### config.mk
export PLATFORM = sky130hd
export DESIGN_NAME = prog_sequencer
export DESIGN_NICKNAME = d
export VERILOG_FILES = /design/src/rtl/seq_pkg.sv /design/src/rtl/sat_counter.sv /design/src/rtl/prog_sequencer.sv
export SDC_FILE = /design/constraint.sdc
export NUM_CORES = 1
export LEC_CHECK = 0
export CAP_MARGIN = 30
export CORE_UTILIZATION = 45
export CTS_BUF_LIST = sky130_fd_sc_hd__clkbuf_8
export DETAILED_ROUTE_END_ITERATION = 10
export PLACE_DENSITY = 0.69
export RECOVER_POWER = 50
export SLEW_MARGIN = 20
export SYNTH_ARGS = -nofsm -noshare
export SYNTH_HDL_FRONTEND = slang
export SYNTH_SLANG_ARGS = --single-unit
### constraint.sdc
create_clock -name clk -period 1.9 [get_ports clk]
set_input_delay 0.38 -clock clk [delete_from_list [all_inputs] [get_ports clk]]
set_output_delay 0.38 -clock clk [all_outputs]
set_load 0.05 [all_outputs]
### src/rtl/seq_pkg.sv
// seq_pkg: shared state encoding, program id type and program start-address table for prog_sequencer
package seq_pkg;

    typedef enum logic [2:0] {
        S_IDLE,
        S_SELECT,
        S_LAUNCH,
        S_RUN,
        S_RECORD,
        S_FINISH
    } seq_state_t;

    typedef logic [2:0] prog_id_t;

    localparam int DEFAULT_TIMEOUT = 4000;

    // Entry points from the assembler map: multiply at 0, pattern search after multiply, closest pair after search
    localparam logic [9:0] PROG_START [8] = '{
        10'd0, 10'd36, 10'd92, 10'd160, 10'd224, 10'd288, 10'd352, 10'd416
    };

endpackage

### src/rtl/sat_counter.sv
// sat_counter: clearable up-counter that sticks at all-ones
module sat_counter #(
    parameter int W = 16
) (
    input  logic         clk,
    input  logic         rst,
    input  logic         clear,
    input  logic         enable,
    output logic [W-1:0] count
);

    always_ff @(posedge clk) begin
        if (rst || clear)
            count <= '0;
        else if (enable && count != '1)
            count <= count + 1'b1;
    end

endmodule

### src/rtl/prog_sequencer.sv
// prog_sequencer: batch run controller for the core; PERF_LOG_EN adds a per-program cycle log (rd_sel/rd_cycles)
module prog_sequencer
    import seq_pkg::*;
#(
    parameter int NUM_PROGS = 3,
    parameter int PC_W      = 10,
    parameter int CYC_W     = 16,
    parameter int RST_CYC   = 2,
    parameter int TIMEOUT   = DEFAULT_TIMEOUT
) (
    input  logic                 clk,
    input  logic                 reset,
    input  logic                 go,
    input  logic [NUM_PROGS-1:0] prog_mask,
    input  logic                 core_done,
`ifdef PERF_LOG_EN
    input  logic [2:0]           rd_sel,
    output logic [CYC_W-1:0]     rd_cycles,
`endif
    output logic                 core_reset,
    output logic [PC_W-1:0]      core_pc_init,
    output prog_id_t             cur_prog,
    output logic                 busy,
    output logic                 batch_done,
    output logic [NUM_PROGS-1:0] timeout_err,
    output logic [CYC_W-1:0]     last_cycles
);

    localparam int LW = $clog2(RST_CYC + 1);

    seq_state_t           state, nxt;
    logic [NUM_PROGS-1:0] mask;
    logic [CYC_W-1:0]     cnt;
    logic [LW-1:0]        lcnt;
    prog_id_t             sel;
    logic                 found, done_hit, to_hit;

    sat_counter #(.W(CYC_W)) u_cnt (
        .clk    (clk),
        .rst    (reset),
        .clear  (state != S_RUN),
        .enable (state == S_RUN),
        .count  (cnt)
    );

    // Serviced bits are cleared, so the lowest remaining bit is always the next program
    always_comb begin
        sel   = '0;
        found = 1'b0;
        for (int i = NUM_PROGS - 1; i >= 0; i--)
            if (mask[i]) begin
                sel   = prog_id_t'(i);
                found = 1'b1;
            end
    end

    // cnt is 0 only on the first RUN cycle, where a stale done is ignored
    assign done_hit = state == S_RUN && cnt != '0 && core_done;
    assign to_hit   = state == S_RUN && cnt == CYC_W'(TIMEOUT - 1);

    always_comb begin
        nxt = state;
        case (state)
            S_IDLE:   nxt = go ? S_SELECT : S_IDLE;
            S_SELECT: nxt = found ? S_LAUNCH : S_FINISH;
            S_LAUNCH: nxt = lcnt == LW'(RST_CYC - 1) ? S_RUN : S_LAUNCH;
            S_RUN:    nxt = done_hit || to_hit ? S_RECORD : S_RUN;
            S_RECORD: nxt = S_SELECT;
            default:  nxt = S_IDLE;
        endcase
    end

    always_ff @(posedge clk) begin
        if (reset)
            state <= S_IDLE;
        else
            state <= nxt;
    end

    always_ff @(posedge clk) begin
        if (reset) begin
            core_reset   <= 1'b1;
            core_pc_init <= '0;
            cur_prog     <= '0;
            busy         <= 1'b0;
            batch_done   <= 1'b0;
            timeout_err  <= '0;
            last_cycles  <= '0;
            mask         <= '0;
            lcnt         <= '0;
        end else begin
            core_reset <= nxt != S_RUN;
            batch_done <= state == S_SELECT && !found;
            lcnt       <= state == S_LAUNCH ? lcnt + 1'b1 : '0;
            if (state == S_IDLE && go) begin
                mask        <= prog_mask;
                timeout_err <= '0;
                cur_prog    <= '0;
                busy        <= 1'b1;
            end
            if (state == S_SELECT) begin
                if (found) begin
                    cur_prog     <= sel;
                    core_pc_init <= PC_W'(PROG_START[sel]);
                end else
                    busy <= 1'b0;
            end
            if (to_hit && !done_hit)
                timeout_err[cur_prog] <= 1'b1;
            if (state == S_RECORD) begin
                last_cycles    <= cnt;
                mask[cur_prog] <= 1'b0;
                cur_prog       <= cur_prog + 3'd1;
            end
        end
    end

`ifdef PERF_LOG_EN
    logic [CYC_W-1:0] perf [NUM_PROGS];

    always_ff @(posedge clk) begin
        if (reset || (state == S_IDLE && go)) begin
            for (int i = 0; i < NUM_PROGS; i++)
                perf[i] <= '0;
        end else if (state == S_RECORD)
            perf[cur_prog] <= cnt;
    end

    assign rd_cycles = int'(rd_sel) < NUM_PROGS ? perf[rd_sel] : '0;
`endif

endmodule

==> metrics <==
result of the run=finished, final reports clean; Worst Clk Skew=around 0.01 ns; H-tree depth=2; total internal power=~1.8 mW; aggregate global-route resource usage=between 20 and 25%; proportion of total power due to net switching=a little under a third; worst flop-to-flop path startpoint=u_cnt.count[13]; worst hold path endpoint=lcnt[0]; Critical Path Start Type=flop; number of buffers on the longest clock path=2; Max Cap Violations=0; number of iterations in the first detailed-routing pass=4; clock period minus worst slack=1.90 ns; Area contributors post-synth=sky130_fd_sc_hd__dfxtp_1 42%, sky130_fd_sc_hd__nand2_1 6.7%, sky130_fd_sc_hd__a21oi_1 6.6%; worst supply voltage drop on vdd=0.000380 V; worst path arrival time=between 2 and 2.5 ns; number of design rule violations left after detail routing=0; EDFF count, synth=0; average wire per cell in the routed design=approximately 14 µm; total CTS buffers=5; slack of the worst reg-to-reg path=0.004 ns; dominant combinational cell family by area after synthesis=simple AND/OR/NAND/NOR gates; critical path start-end classification=flop to flop; kind of path behind the tightest hold check=flop to flop; die area=approximately 0.0059 mm²; Placer Congestion=around 0.83; placeable core region=between 0.005 and 0.006 mm²; row count=26; count of cell types in the netlist=44; antenna violations before repair=0; worst path required time=approximately 2.1 ns; CTS root buffer=sky130_fd_sc_hd__clkbuf_8; largest area contributor in the synthesized netlist=sky130_fd_sc_hd__dfxtp_1; worst hold-check slack=roughly 0.44 ns; total count of max-transition violations in the final report=0; Synth Area in Compound Gates=between 10% and 20%; Syn Std Cell Area=approximately 0.0025 mm²; register area=0.00106 mm²; r2r worst-path depth=4; Post-Synthesis Mean Instance Area=about 8.3 µm²; Synth warnings=0; pin count of the biggest net entering global routing=37; proportion of synthesized area in mux cells=3.19%; TritonCTS Sinks=53; ports placed on the boundary=42; Least-Margin Pin Slew=between 0.7 and 0.8 ns; synthesized flop and latch total=between 50 and 60; kind of capture point of the worst setup path=flop; net switching power of the design=approximately 0.8 mW; post-synthesis instance total=about 300; Worst Hold Path Cells=1; nets@finish=between 300 and 400; most common library cells after synthesis=53 x sky130_fd_sc_hd__dfxtp_1, 45 x sky130_fd_sc_hd__nand2_1, 33 x sky130_fd_sc_hd__a21oi_1, 15 x sky130_fd_sc_hd__clkbuf_1, 13 x sky130_fd_sc_hd__nor2_1; post-detailed-route count of antenna-violating nets=0; final wirelength=5890 µm; register clock-pin slew on the reported worst setup and hold paths=0.09 ns; via count of the first global-routing pass=approximately 2100; final-layout setup total negative slack=0 ns; headroom to the max-slew limit=between 50 and 60%; most instantiated flip-flop cell in the synthesis netlist=sky130_fd_sc_hd__dfxtp_1; most frequently used cell type in the post-synthesis netlist=sky130_fd_sc_hd__dfxtp_1; number of failing setup endpoints in the final timing report=0; Final period util=between 90% and 100%; share of synthesized cell area in full adder, half adder and majority cells=under 10%; power density over cell area=roughly 800 mW/mm²; Final HPWL DP=~4300 µm; fraction of the yosys area taken by sequential cells=a little over two fifths; worst-path maximum fanout=3; global-route wire length before repair=about 9700 µm; height of the die=about 77 µm; Combinational Power Share=about a quarter; xor/xnor cell area share of the yosys netlist=less than 1%; width of the chip=between 70 and 80 µm; unrepaired setup endpoints after global routing=yes; Initial Utilization=between 40 and 50%; per-cell via count in the routed design=5.31; Clk network pwr share=29.5%; TritonCTS clock tree=built; number of antenna diodes=0; proportion of netlist area held by the largest area contributor=a little over two fifths; basic-gate share of the synthesized area counting and, or, nand and nor cells=27.3%; leakage=~1.3 nW; launch point of the worst hold path=lcnt[0]; Synth async-reset ratio=0%; total overflow reported by the global router=0; source-to-sink clock delay at the later pin of the worst-skew pair=around 0.31 ns; area growth from synthesis to final layout=30.9%; final-report hold violation count=0; proportion of layout cells with a drive suffix above 1=roughly 17%; fill cell count=about 470; number of buffers added on ports=37; area used by multi-input combinational logic=between 0.001 and 0.0015 mm²; DRC violation total after the first TritonRoute iteration=approximately 130; sequential group share of total power=a little under half; total via count in the routed design=approximately 2300; endpoint of the most critical register-to-register path=state[1]; maximum clock rate=about 530 MHz
[kinds of logic (layout without fill, tap and decap cells)]
family,count (synthesis),after routing
xor+xnor,2,2
other cells,1,4
compound gates,66,66
simple gates,128,128
fa+ha+maj,9,9
buf+inv,34,90
flops,53,53
mux,8,8
[cell type report]
cell class                      count  share of cell area [%]
Sequential cell                    53                    32.3
Multi-Input combinational cell    217                    41.1
Timing Repair Buffer               70                    19.1
Tap cell                           70                    2.66
Clock inverter                      3                    1.33
Clock buffer                        5                    2.09
Inverter                           12                    1.37
[power groups by stage]
stage                     combinational [mW]  clock (mW)  sequential, mW
final                                  0.633       0.777            1.22
after CTS                              0.629       0.796            1.22
after global placement                 0.619           0            1.25
after floorplan                        0.361           0            1.32
after detailed placement               0.626           0            1.25
after global routing                   0.683       0.847            1.23
[cells in the final DEF (no fill, tap or decap), drive strengths merged, types with 6 or more instances in the layout]
cell           instances
mux2i                  8
clkbuf                 6
nand3                  6
dfxtp                 53
clkdlybuf4s50         26
a211oi                 6
or4                    6
nand2                 45
o21ai                 11
a21oi                 33
buf                   35
or3                    8
ha                     9
nor4                   6
inv                   13
nand2b                 9
nor3                   6
nor2                  13
dlymetal6s2s           8
[timing repair]
| item | CTS | global route |
|---|---|---|
| hold buffers | 0 | 0 |
| resized for setup | 1 | 13 |
| endpoints found under the setup margin | 1 | 16 |
| hold endpoints to repair | 0 | 0 |
| pin swaps | 0 | 2 |
| setup buffers | 0 | 0 |
[critical path, stage by stage (launching register included)]
cell and delay, ns:
sky130_fd_sc_hd__dfxtp_2 0.34, sky130_fd_sc_hd__or4_4 0.55, sky130_fd_sc_hd__or2_1 0.24, sky130_fd_sc_hd__or4_4 0.42, sky130_fd_sc_hd__a32o_1 0.25
[worst max path at each step]
stage	start	endpoint	slack [ns]	depth (start not counted)
after global placement	go	mask[1]	-0.15	5
final	u_cnt.count[13]	state[1]	0.004	4
after CTS	u_cnt.count[13]	state[1]	-0.003	4
after detailed placement	go	mask[1]	-0.21	5
after global routing	u_cnt.count[10]	u_cnt.count[5]	-0.07	5
after floorplan	u_cnt.count[0]	state[2]	0.002	6
[stage by stage]
step           power (mW)  worst slack (ns)  instances  util [%]  cell area, µm²
2_1_floorplan        1.68           0.00243        304         -            2530
3_3_place_gp         1.87            -0.148        422      59.6            3120
3_5_place_dp         1.87            -0.212        422      59.6            3120
4_1_cts              2.65          -0.00268        430      61.9            3240
5_1_grt              2.77           -0.0702        430      62.8            3290
6_report             2.63           0.00374        430      62.8            3290
[routing by layer]
metal  global-route usage (%)  part of all wire (%)  up-vias
li1                         -                     -     1178
met1                     24.9                    45     1040
met2                     36.1                    49       53
met5                        0                     0        -
met3                     3.81                   4.1       12
met4                     8.46                   1.9        0
[sequential cells by signal, indices dropped and copies added, names as in the netlist]
register	cells
batch_done	1
busy	1
core_pc_init	4
core_reset	1
cur_prog	3
last_cycles	16
lcnt	2
mask	3
state	3
timeout_err	3
u_cnt.count	16
(Power assumes the default switching activity.)
